## src/rtl/demux_pkg.sv

```systemverilog
// Shared constants, types and helpers for the 1-to-8 stream demultiplexer.
package demux_pkg;

  localparam int NUM_OUT = 8;
  localparam int SEL_W   = 3;

  typedef logic [SEL_W-1:0] sel_t;

  // Per-output one-entry buffer occupancy.
  typedef enum logic {
    SLOT_EMPTY = 1'b0,
    SLOT_FULL  = 1'b1
  } slot_state_t;

  function automatic logic [NUM_OUT-1:0] sel_onehot(input sel_t sel);
    logic [NUM_OUT-1:0] oh;
    oh      = '0;
    oh[sel] = 1'b1;
    return oh;
  endfunction

endpackage

```

## src/rtl/demux_slot.sv

```systemverilog
// One-entry output buffer: holds a single beat until its consumer takes it.
module demux_slot #(
  parameter int width = 32
) (
  input  logic             clk,
  input  logic             rst_n,
  input  logic             load,
  input  logic [width-1:0] din,
  input  logic             ready,
  output logic             can_accept,
  output logic             valid,
  output logic [width-1:0] dout
);
  import demux_pkg::*;

  slot_state_t      state_q, state_d;
  logic [width-1:0] data_q, data_d;

  always_ff @(posedge clk or negedge rst_n) begin
    if (!rst_n) begin
      state_q <= SLOT_EMPTY;
      data_q  <= '0;
    end else begin
      state_q <= state_d;
      data_q  <= data_d;
    end
  end

  // A load wins over a drain, which covers the fill-and-drain case.
  always_comb begin
    state_d = state_q;
    data_d  = data_q;
    if (load) begin
      state_d = SLOT_FULL;
      data_d  = din;
    end else if ((state_q == SLOT_FULL) && ready) begin
      state_d = SLOT_EMPTY;
    end
  end

  // The valid output is the slot state itself.
  assign valid      = (state_q == SLOT_FULL);
  assign can_accept = (state_q == SLOT_EMPTY) || ready;
  assign dout       = data_q;

endmodule

```

## src/rtl/demux_1to8_stream.sv

```systemverilog
// Registered 1-to-8 stream demultiplexer with unicast select and all-or-nothing broadcast.
//
// Handshakes: a beat transfers on any rising edge where valid and ready are
// both 1. s_ready never looks at s_valid, but does depend combinationally on
// q_ready, so the consumer ready path reaches the producer in the same cycle.
module demux_1to8_stream #(
  parameter int width = 32
) (
  input  logic             clk,
  input  logic             rst_n,
  input  logic [width-1:0] s_data,
  input  logic [2:0]       s_sel,
  input  logic             s_bcast,
  input  logic             s_valid,
  output logic             s_ready,
  output logic [width-1:0] q0,
  output logic [width-1:0] q1,
  output logic [width-1:0] q2,
  output logic [width-1:0] q3,
  output logic [width-1:0] q4,
  output logic [width-1:0] q5,
  output logic [width-1:0] q6,
  output logic [width-1:0] q7,
  output logic [7:0]       q_valid,
  input  logic [7:0]       q_ready
);
  import demux_pkg::*;

  logic [NUM_OUT-1:0] can;
  logic [NUM_OUT-1:0] tgt;
  logic [NUM_OUT-1:0] load;
  logic [width-1:0]   dout [NUM_OUT];

  always_comb begin
    tgt = sel_onehot(s_sel);
    if (s_bcast) begin
      tgt = '1;
    end
  end

  // Broadcast only proceeds when every slot can take it.
  always_comb begin
    s_ready = can[s_sel];
    if (s_bcast) begin
      s_ready = &can;
    end
  end

  assign load = tgt & {NUM_OUT{s_valid & s_ready}};

  for (genvar i = 0; i < NUM_OUT; i++) begin : g_slot
    demux_slot #(.width(width)) u_slot (
      .clk        (clk),
      .rst_n      (rst_n),
      .load       (load[i]),
      .din        (s_data),
      .ready      (q_ready[i]),
      .can_accept (can[i]),
      .valid      (q_valid[i]),
      .dout       (dout[i])
    );
  end

  assign q0 = dout[0];
  assign q1 = dout[1];
  assign q2 = dout[2];
  assign q3 = dout[3];
  assign q4 = dout[4];
  assign q5 = dout[5];
  assign q6 = dout[6];
  assign q7 = dout[7];

endmodule
```

## config.mk

```make
export PLATFORM = sky130hd
export DESIGN_NAME = demux_1to8_stream
export DESIGN_NICKNAME = d
export VERILOG_FILES = /design/src/rtl/demux_pkg.sv /design/src/rtl/demux_slot.sv /design/src/rtl/demux_1to8_stream.sv
export SDC_FILE = /design/constraint.sdc
export NUM_CORES = 1
export LEC_CHECK = 0
export ABC_AREA = 1
export CAP_MARGIN = 20
export CORE_MARGIN = 4
export CORE_UTILIZATION = 54
export CTS_BUF_LIST = sky130_fd_sc_hd__clkbuf_8
export CTS_CLUSTER_SIZE = 8
export DETAILED_ROUTE_END_ITERATION = 16
export PLACE_DENSITY_LB_ADDON = 0.05
export SLEW_MARGIN = 20
export SYNTH_ARGS = -nofsm -noshare
export SYNTH_HDL_FRONTEND = slang
export SYNTH_SLANG_ARGS = --single-unit
```

## constraint.sdc

```tcl
create_clock -name clk -period 4.55 [get_ports clk]
set_input_delay 0.455 -clock clk [delete_from_list [all_inputs] [get_ports clk]]
set_output_delay 0.455 -clock clk [all_outputs]
set_load 0.01 [all_outputs]
```

# Word-level counts from Yosys, hierarchy flattened
# Index checks and enable logic that the tools add are counted.
totals:
  output_inout_bits: 265
  ff_bits: 264
  word_cells: 76
  in_bits: 47
op_classes:
  reduce_logical: 26
  mux: 22
  magnitude_cmp: 2
  n_bitwise: 10
op_table:
  columns: ["cell", "n"]
  rows:
  - ["two-way mux 1 bit", 19]
  - ["nonzero test 2 bit", 8]
  - ["logical AND 1 bit", 9]
  - ["AND 8 bit", 1]
  - ["logical OR 1 bit", 8]
  - ["two-way mux 8 bit", 1]
  - ["inverter 1 bit", 8]
  - ["AND reduction 8 bit", 1]
  - ["< comparator 3 x 4 -> 1 bit (second input constant)", 1]
  - ["binary-select mux 1 bit (select 3 bit)", 1]
  - ["demux 1 bit (select 3 bit)", 1]
  - ["greater-or-equal comparator 3 x 1 -> 1 bit (second input constant)", 1]
  - ["AND 1 bit", 1]

# Depth between registers and ports, before layout
# Gate-level depths: netlist (run 1).
depth:
  depth_word: 8
  depth_mapped: 12
  ltp_nobuf: 10

# Modules after synthesis
# A second synthesis (run 1) with hierarchy kept.
unflattened:
  hier_cells: 1175
  area_unflattened_um2: 10898.0
by_module_without_submodules:
  columns: ["mod", "cells_each", "seq_area_each_um2", "instances", "area_each_um2"]
  rows:
  - ["demux_slot", 140, 825.8, 8, 1326.3]
  - ["demux_1to8_stream", 55, 0.0, 1, 287.8]

# Worst setup path after synthesis (run 1)
# Ideal clock, no wire load.
synth_timing:
  path_type: "input port to output port"
  from: "input port s_sel[2]"
  to: "output port s_ready"
  stages: 9
  n_path_buf: 2
  arrival_ns: 1.291
  required_time_ns: 4.095
  setup_slack_ns: 2.804
  path_cell_list: "inv_1 > nor2_1 > nand3_1 > nand2_1 > nor2_1 > nand3_1 > nand2_2 > buf_6 > buf_2"
synth_via:
  elab_chain_len: 3
synth_lines:
  columns: ["element", "line", "text"]
  rows:
  - ["start, declared", "demux_1to8_stream.sv:12", "input logic [2:0] s_sel,"]
  - ["binary-select mux 1 bit (select 3 bit)", "demux_1to8_stream.sv:43", "s_ready = can[s_sel];"]
  - ["two-way mux 1 bit (implied by the code)", "demux_1to8_stream.sv:43", null]
  - ["two-way mux 1 bit", "demux_1to8_stream.sv:44", "if (s_bcast) begin"]
  - ["end, declared", "demux_1to8_stream.sv:15", "output logic s_ready,"]
# No other way between the ends. The select of a mux whose other input is x is not followed.

# Worst setup path in the final report (run 1)
layout_timing:
  from: "input port s_sel[0]"
  to: "output port s_ready"
# Same word-level chain as after synthesis.

==> impl_metrics.json, run 1 <==
{
  "status": "finished, violations left",
  "failed_checks": "hold timing",
  "nets": 1531,
  "hold_class": "input pin to asynchronous set/reset pin",
  "grt_usage_pct": 31.0,
  "post-cts-setup-buffer-count": 0,
  "drive_gt1_share_pct": 5.56,
  "cp-end-kind": "output port",
  "clkSinkCount": 264,
  "slowest_stage": "clkdlybuf4s50_1",
  "netlist_top_cells_area": "dfrtp_1 58%, nand2_1 18%, nand4_1 14%",
  "crit_fanout": 68,
  "synth_top_area_share_pct": 58.2,
  "area_growth_pct": 31.6,
  "peakVddDrop_uv": 288,
  "antenna_found_initial": 0,
  "wire_per_inst_um": 20.8,
  "grt-ovfl-total": 0,
  "grt_pass1_wl_um": 58300,
  "die_w_um": 153,
  "skew_ns": 0.00916,
  "std_cell_rows": 52,
  "clock.fmax_ghz": 0.318,
  "setup_viol": 0,
  "synth_common_cells": "538 x nand2_1, 264 x dfrtp_1, 256 x nand4_1, 51 x clkbuf_1, 32 x clkbuf_2",
  "relSlewSlack_pct": 27.4,
  "gp_congestion": 0.869,
  "powerDensity_mw_per_mm2": 525,
  "nFillCells": 1594,
  "syn-num-nets": 1304,
  "drt_iter0_drc": 931,
  "slowest_delay_ns": 0.63,
  "cts_buffers": 43,
  "drc": 0,
  "crit_family": "buffers and inverters",
  "finalCriticalPeriod_ns": 3.14,
  "finalHoldViolations": 2,
  "portBuffers": 311,
  "insertedDiodeCount": 0,
  "grt_max_degree": 115,
  "crit_chain": "clkdlybuf4s50_1 > inv_2 > nand3_1 > nor2_1 > nor2_1 > nand3_1 > nand2_8 > clkdlybuf4s50_1",
  "synthFlopType": "dfrtp_1",
  "yosys.area.top_type": "dfrtp_1",
  "crit_buf_inv": 3,
  "coreArea_mm2": 0.0204,
  "yosysWarnings": 0,
  "worst_ep_arrival_time_ns": 2.69,
  "synth_edf_count": 0,
  "synth_most_common_cell": "nand2_1",
  "clock_path_buffers": 3,
  "detail-route-antenna-nets": 0,
  "cts_hold_buf": 0,
  "maxCapViolations": 0,
  "via_count": 10300,
  "tns_ns": 0,
  "clock_latency_ns": 0.53,
  "drv_slew": 0,
  "chipHeight_um": 153,
  "vias_per_cell": 5.78,
  "cts_tree": "yes",
  "cts_resized": 0,
  "leakage_nw": 7.39,
  "rsz0062_at_grt": "no",
  "holdWs_ns": -0.00707,
  "path_class": "input pin to output port",
  "netlist_area_mm2": 0.0113,
  "clkTransAtPathRegs_ns": 0.06,
  "tightest_slew_ns": 1.09,
  "wl_um": 37100,
  "dieArea_mm2": 0.0234,
  "async_reset_ff_share_pct": 100,
  "min_period_over_period_pct": 69.1,
  "cp_data_required_time_ns": 4.09,
  "firstDrtPassIters": 5,
  "ios": 312,
  "hpwl_um": 23100,
  "synth-seq-cells": 264,
  "syn_inst": 1257,
  "synth.avg_cell_area_um2": 9.03,
  "ys_seq_area_share_pct": 58.2,
  "htreeDepth": 2,
  "cts_root_buf": "clkbuf_8",
  "ys_types": 18,
  "start_kind": "input pin",
  "start_util_pct": 55.5,
  "grt_pass1_vias": 10400
}
-- placed cells by master, fill, tap and decap left out, types with 2 or more instances in the layout --
cell and count:
nand2_1 538, clkdlybuf4s50_1 309, dfrtp_1 264, nand4_1 256, clkbuf_8 55, inv_1 29, buf_4 16, nor2_1 15
nand3_1 10, nand3_2 6, o21ai_0 4, nor3_1 2, clkinv_2 2
-- report_power, final --
part	total [W]	internal, W	switching (W)
Combinational	0.00259	0.00128	0.00131
Clock	0.00196	0.00106	0.000903
Sequential	0.00328	0.00294	0.000347
-- worst paths after layout --
kind                            slack [ns]                      start                         to  cells after the start
worst max-delay path                  1.41                   s_sel[0]                    s_ready                      8
worst min-delay path                -0.007                      rst_n  g_slot[6].u_slot.dout[25]                      1
worst max register to register        1.81     g_slot[5].u_slot.valid   g_slot[2].u_slot.dout[1]                     10
worst min register to register        0.47  g_slot[0].u_slot.dout[31]  g_slot[0].u_slot.dout[31]                      2
max in group asynchronous             3.53                      rst_n   g_slot[3].u_slot.dout[0]                      2
min in group clk                      0.47  g_slot[0].u_slot.dout[31]  g_slot[0].u_slot.dout[31]                      2
-- routing by layer --
metal  track usage (%)  vias up  share of wire (%)
met4              11.8        0                3.7
met3              8.59       90                9.7
li1                  -     4670                  -
met1              40.2     5053                 39
met5                 0        -                  0
met2              49.9      485                 47
-- through the flow --
step	util (%)	std cells	setup slack, ns	instance area, µm²	power [W]
4_1_cts	73.1	1781	1.43	14900	0.00788
5_1_grt	73.1	1781	1.30	14900	0.00823
2_1_floorplan	-	1257	2.80	11300	0.00436
3_5_place_dp	69.1	1709	1.21	14100	0.00590
6_report	73.1	1781	1.41	14900	0.00784
3_3_place_gp	69.1	1709	1.24	14100	0.00585
-- layout make-up --
cell class,instances,area (µm²),share of cell area [%]
Timing Repair Buffer,328,3260,21.9
Clock inverter,18,70.1,0.469
Inverter,14,52.6,0.352
Clock buffer,54,743,4.98
Multi-Input combinational cell,833,3850,25.8
Tap cell,270,338,2.26
Sequential cell,264,6610,44.3
-- registers in the layout (all words and copies together), names as in the netlist --
name	flops
g_slot.u_slot.dout	256
g_slot.u_slot.valid	8
-- logic make-up after synthesis --
| kind of cell | after synthesis | share of synthesized area [%] |
|---|---|---|
| and+or+nand+nor | 828 | 33.5 |
| DFF | 264 | 58.2 |
| buffers and inverters | 160 | 8.06 |
| AOI/OAI and AO/OA | 5 | 0.221 |
Power figures use the tool's default switching activity.
==> run 2, diff against run 1 <==
--- a/config.mk
+++ b/config.mk
@@ -8,7 +8,7 @@
 export ABC_AREA = 1
 export CAP_MARGIN = 20
 export CORE_MARGIN = 4
-export CORE_UTILIZATION = 54
+export CORE_UTILIZATION = 50
 export CTS_BUF_LIST = sky130_fd_sc_hd__clkbuf_8
 export CTS_CLUSTER_SIZE = 8
 export DETAILED_ROUTE_END_ITERATION = 16
==> constraint.sdc (replaced) <==
create_clock -name clk -period 2.9 [get_ports clk]
set_input_delay 0.29 -clock clk [delete_from_list [all_inputs] [get_ports clk]]
set_output_delay 0.29 -clock clk [all_outputs]
set_load 0.01 [all_outputs]
==> run 2 against run 1 <==
Net effect: the flow now finishes without violations; combinational power rose by 58%; utilization fell by 4.2 points; first-iteration DRC count rose by 0.11%; clock power rose by 60%; global-route usage fell by 1.3 points; clock-buffer cell count did not move; clock skew rose by 0.0063 ns.
==> impl_metrics.json, run 2 (synthesis results as in run 1) <==
{
  "hold_class": "input pin to flop",
  "grt_max_degree": 111,
  "intPower_w": 0.00834,
  "portBuffers": 311,
  "peakVddDrop_uv": 421,
  "skew_ns": 0.0155,
  "via_count": 10300,
  "hpwl_um": 24400,
  "cts_hold_buf": 1,
  "grt_pass1_wl_um": 58500,
  "status": "finished, final reports clean",
  "tns_ns": 0,
  "cts_root_buf": "clkbuf_8",
  "drt_iter0_drc": 932,
  "power_w": 0.0124,
  "worst_ep_arrival_time_ns": 2.30,
  "cp-end-kind": "output port",
  "setup_viol": 0,
  "vias_per_cell": 5.69,
  "firstDrtPassIters": 5,
  "cts_buffers": 44,
  "start_util_pct": 51.3,
  "swShare_pct": 32.8,
  "std_cell_rows": 54,
  "cts_resized": 0,
  "grt_use_met2_pct": 46.9,
  "insertedDiodeCount": 0,
  "clkSinkCount": 264,
  "final_cell_mix": "536 x nand2_1, 309 x clkdlybuf4s50_1, 264 x dfrtp_1",
  "power.share.clock_pct": 25.3,
  "gp_congestion": 0.891,
  "ios": 312,
  "post-cts-setup-buffer-count": 0,
  "detail-route-antenna-nets": 0,
  "busiest_layer": "met2",
  "area_growth_pct": 34.0,
  "chipHeight_um": 159,
  "antenna_found_initial": 0,
  "finalHoldViolations": 0,
  "holdWs_ns": 0.170,
  "rsz0062_at_grt": "no",
  "seqPwrFrac_pct": 41.8,
  "grt_usage_pct": 29.7,
  "grt-ovfl-total": 0,
  "largest_reg_flops": 256,
  "use_met1_pct": 40.7,
  "clock_path_buffers": 3,
  "path_class": "flop to output port",
  "clock_latency_ns": 0.54,
  "power.switching_w": 0.00407,
  "layout_commonest_cell": "nand2_1",
  "nets": 1551,
  "powerDensity_mw_per_mm2": 817,
  "clkTransAtPathRegs_ns": 0.06,
  "wire_per_inst_um": 20.8,
  "die_w_um": 159,
  "clock.fmax_ghz": 0.386,
  "leakage_nw": 7.55,
  "drc": 0,
  "coreArea_mm2": 0.0221,
  "start_kind": "flop",
  "htreeDepth": 2,
  "crit_fanout": 14,
  "drive_gt1_share_pct": 6.90,
  "cts_tree": "yes",
  "maxCapViolations": 0,
  "gr-usage-met3_pct": 8.24,
  "tightest_slew_ns": 0.939,
  "cp_data_required_time_ns": 2.61,
  "wl_um": 37800,
  "relSlewSlack_pct": 37.4,
  "min_period_over_period_pct": 89.4,
  "dieArea_mm2": 0.0252,
  "finalCriticalPeriod_ns": 2.59,
  "pwr-share-comb_pct": 32.9,
  "drv_slew": 0,
  "grt_pass1_vias": 10000
}
[run 2: metal layers]
layer / up-vias / share of wire (%) / routed length, µm
li1: 4699 / - / -
met1: 5105 / 41 / 15400
met2: 447 / 48 / 18100
met3: 77 / 9.0 / 3400
met4: 0 / 2.5 / 935
met5: - / 0 / 0
[run 2: path summary, 6_finish.rpt]
path | startpoint | slack [ns] | cells past startpoint | to
setup / recovery | g_slot[5].u_slot.valid | 0.31 | 8 | s_ready
hold / removal | s_valid | 0.17 | 3 | g_slot[4].u_slot.valid
setup reg to reg | g_slot[5].u_slot.valid | 0.91 | 11 | g_slot[0].u_slot.dout[6]
hold reg to reg | g_slot[7].u_slot.dout[21] | 0.47 | 2 | g_slot[7].u_slot.dout[21]
max in group asynchronous | rst_n | 1.64 | 3 | g_slot[5].u_slot.dout[2]
min in group asynchronous | rst_n | 0.34 | 2 | g_slot[6].u_slot.dout[25]
[run 2: layout make-up]
type | count | area, µm²
Timing Repair Buffer | 347 | 3490
Tap cell | 280 | 350
Fill cell | 1798 | 6890
Clock buffer | 54 | 743
Clock inverter | 24 | 93.8
Inverter | 14 | 52.6
Multi-Input combinational cell | 833 | 3860
Sequential cell | 264 | 6610
[run 2: stage by stage]
step / setup WS (ns) / std cells / util, % / cell area [µm²]
5_1_grt: 0.0812 / 1816 / 68.8 / 15200
2_1_floorplan: 1.40 / 1257 / - / 11300
3_5_place_dp: 0.341 / 1737 / 65.0 / 14400
4_1_cts: 0.290 / 1816 / 68.8 / 15200
3_3_place_gp: 0.417 / 1737 / 65.0 / 14400
6_report: 0.307 / 1816 / 68.8 / 15200
[run 2: power groups by stage]
stage	sequential, W	combinational [W]	clock (W)
2_1_floorplan	0.00557	0.00127	0
3_3_place_gp	0.00522	0.00404	0
3_5_place_dp	0.00523	0.00412	0
4_1_cts	0.00519	0.00412	0.00319
5_1_grt	0.00530	0.00443	0.00338
6_report	0.00520	0.00408	0.00314
[run 2: critical path, cell delays in order (launching register included)]
cell             delay [ns]
dfrtp_1                0.38
inv_1                  0.05
nor2_1                 0.05
inv_1                  0.07
nand2_1                0.06
nor3_1                 0.15
nand3_1                0.20
nand2_8                0.22
clkdlybuf4s50_1        0.57
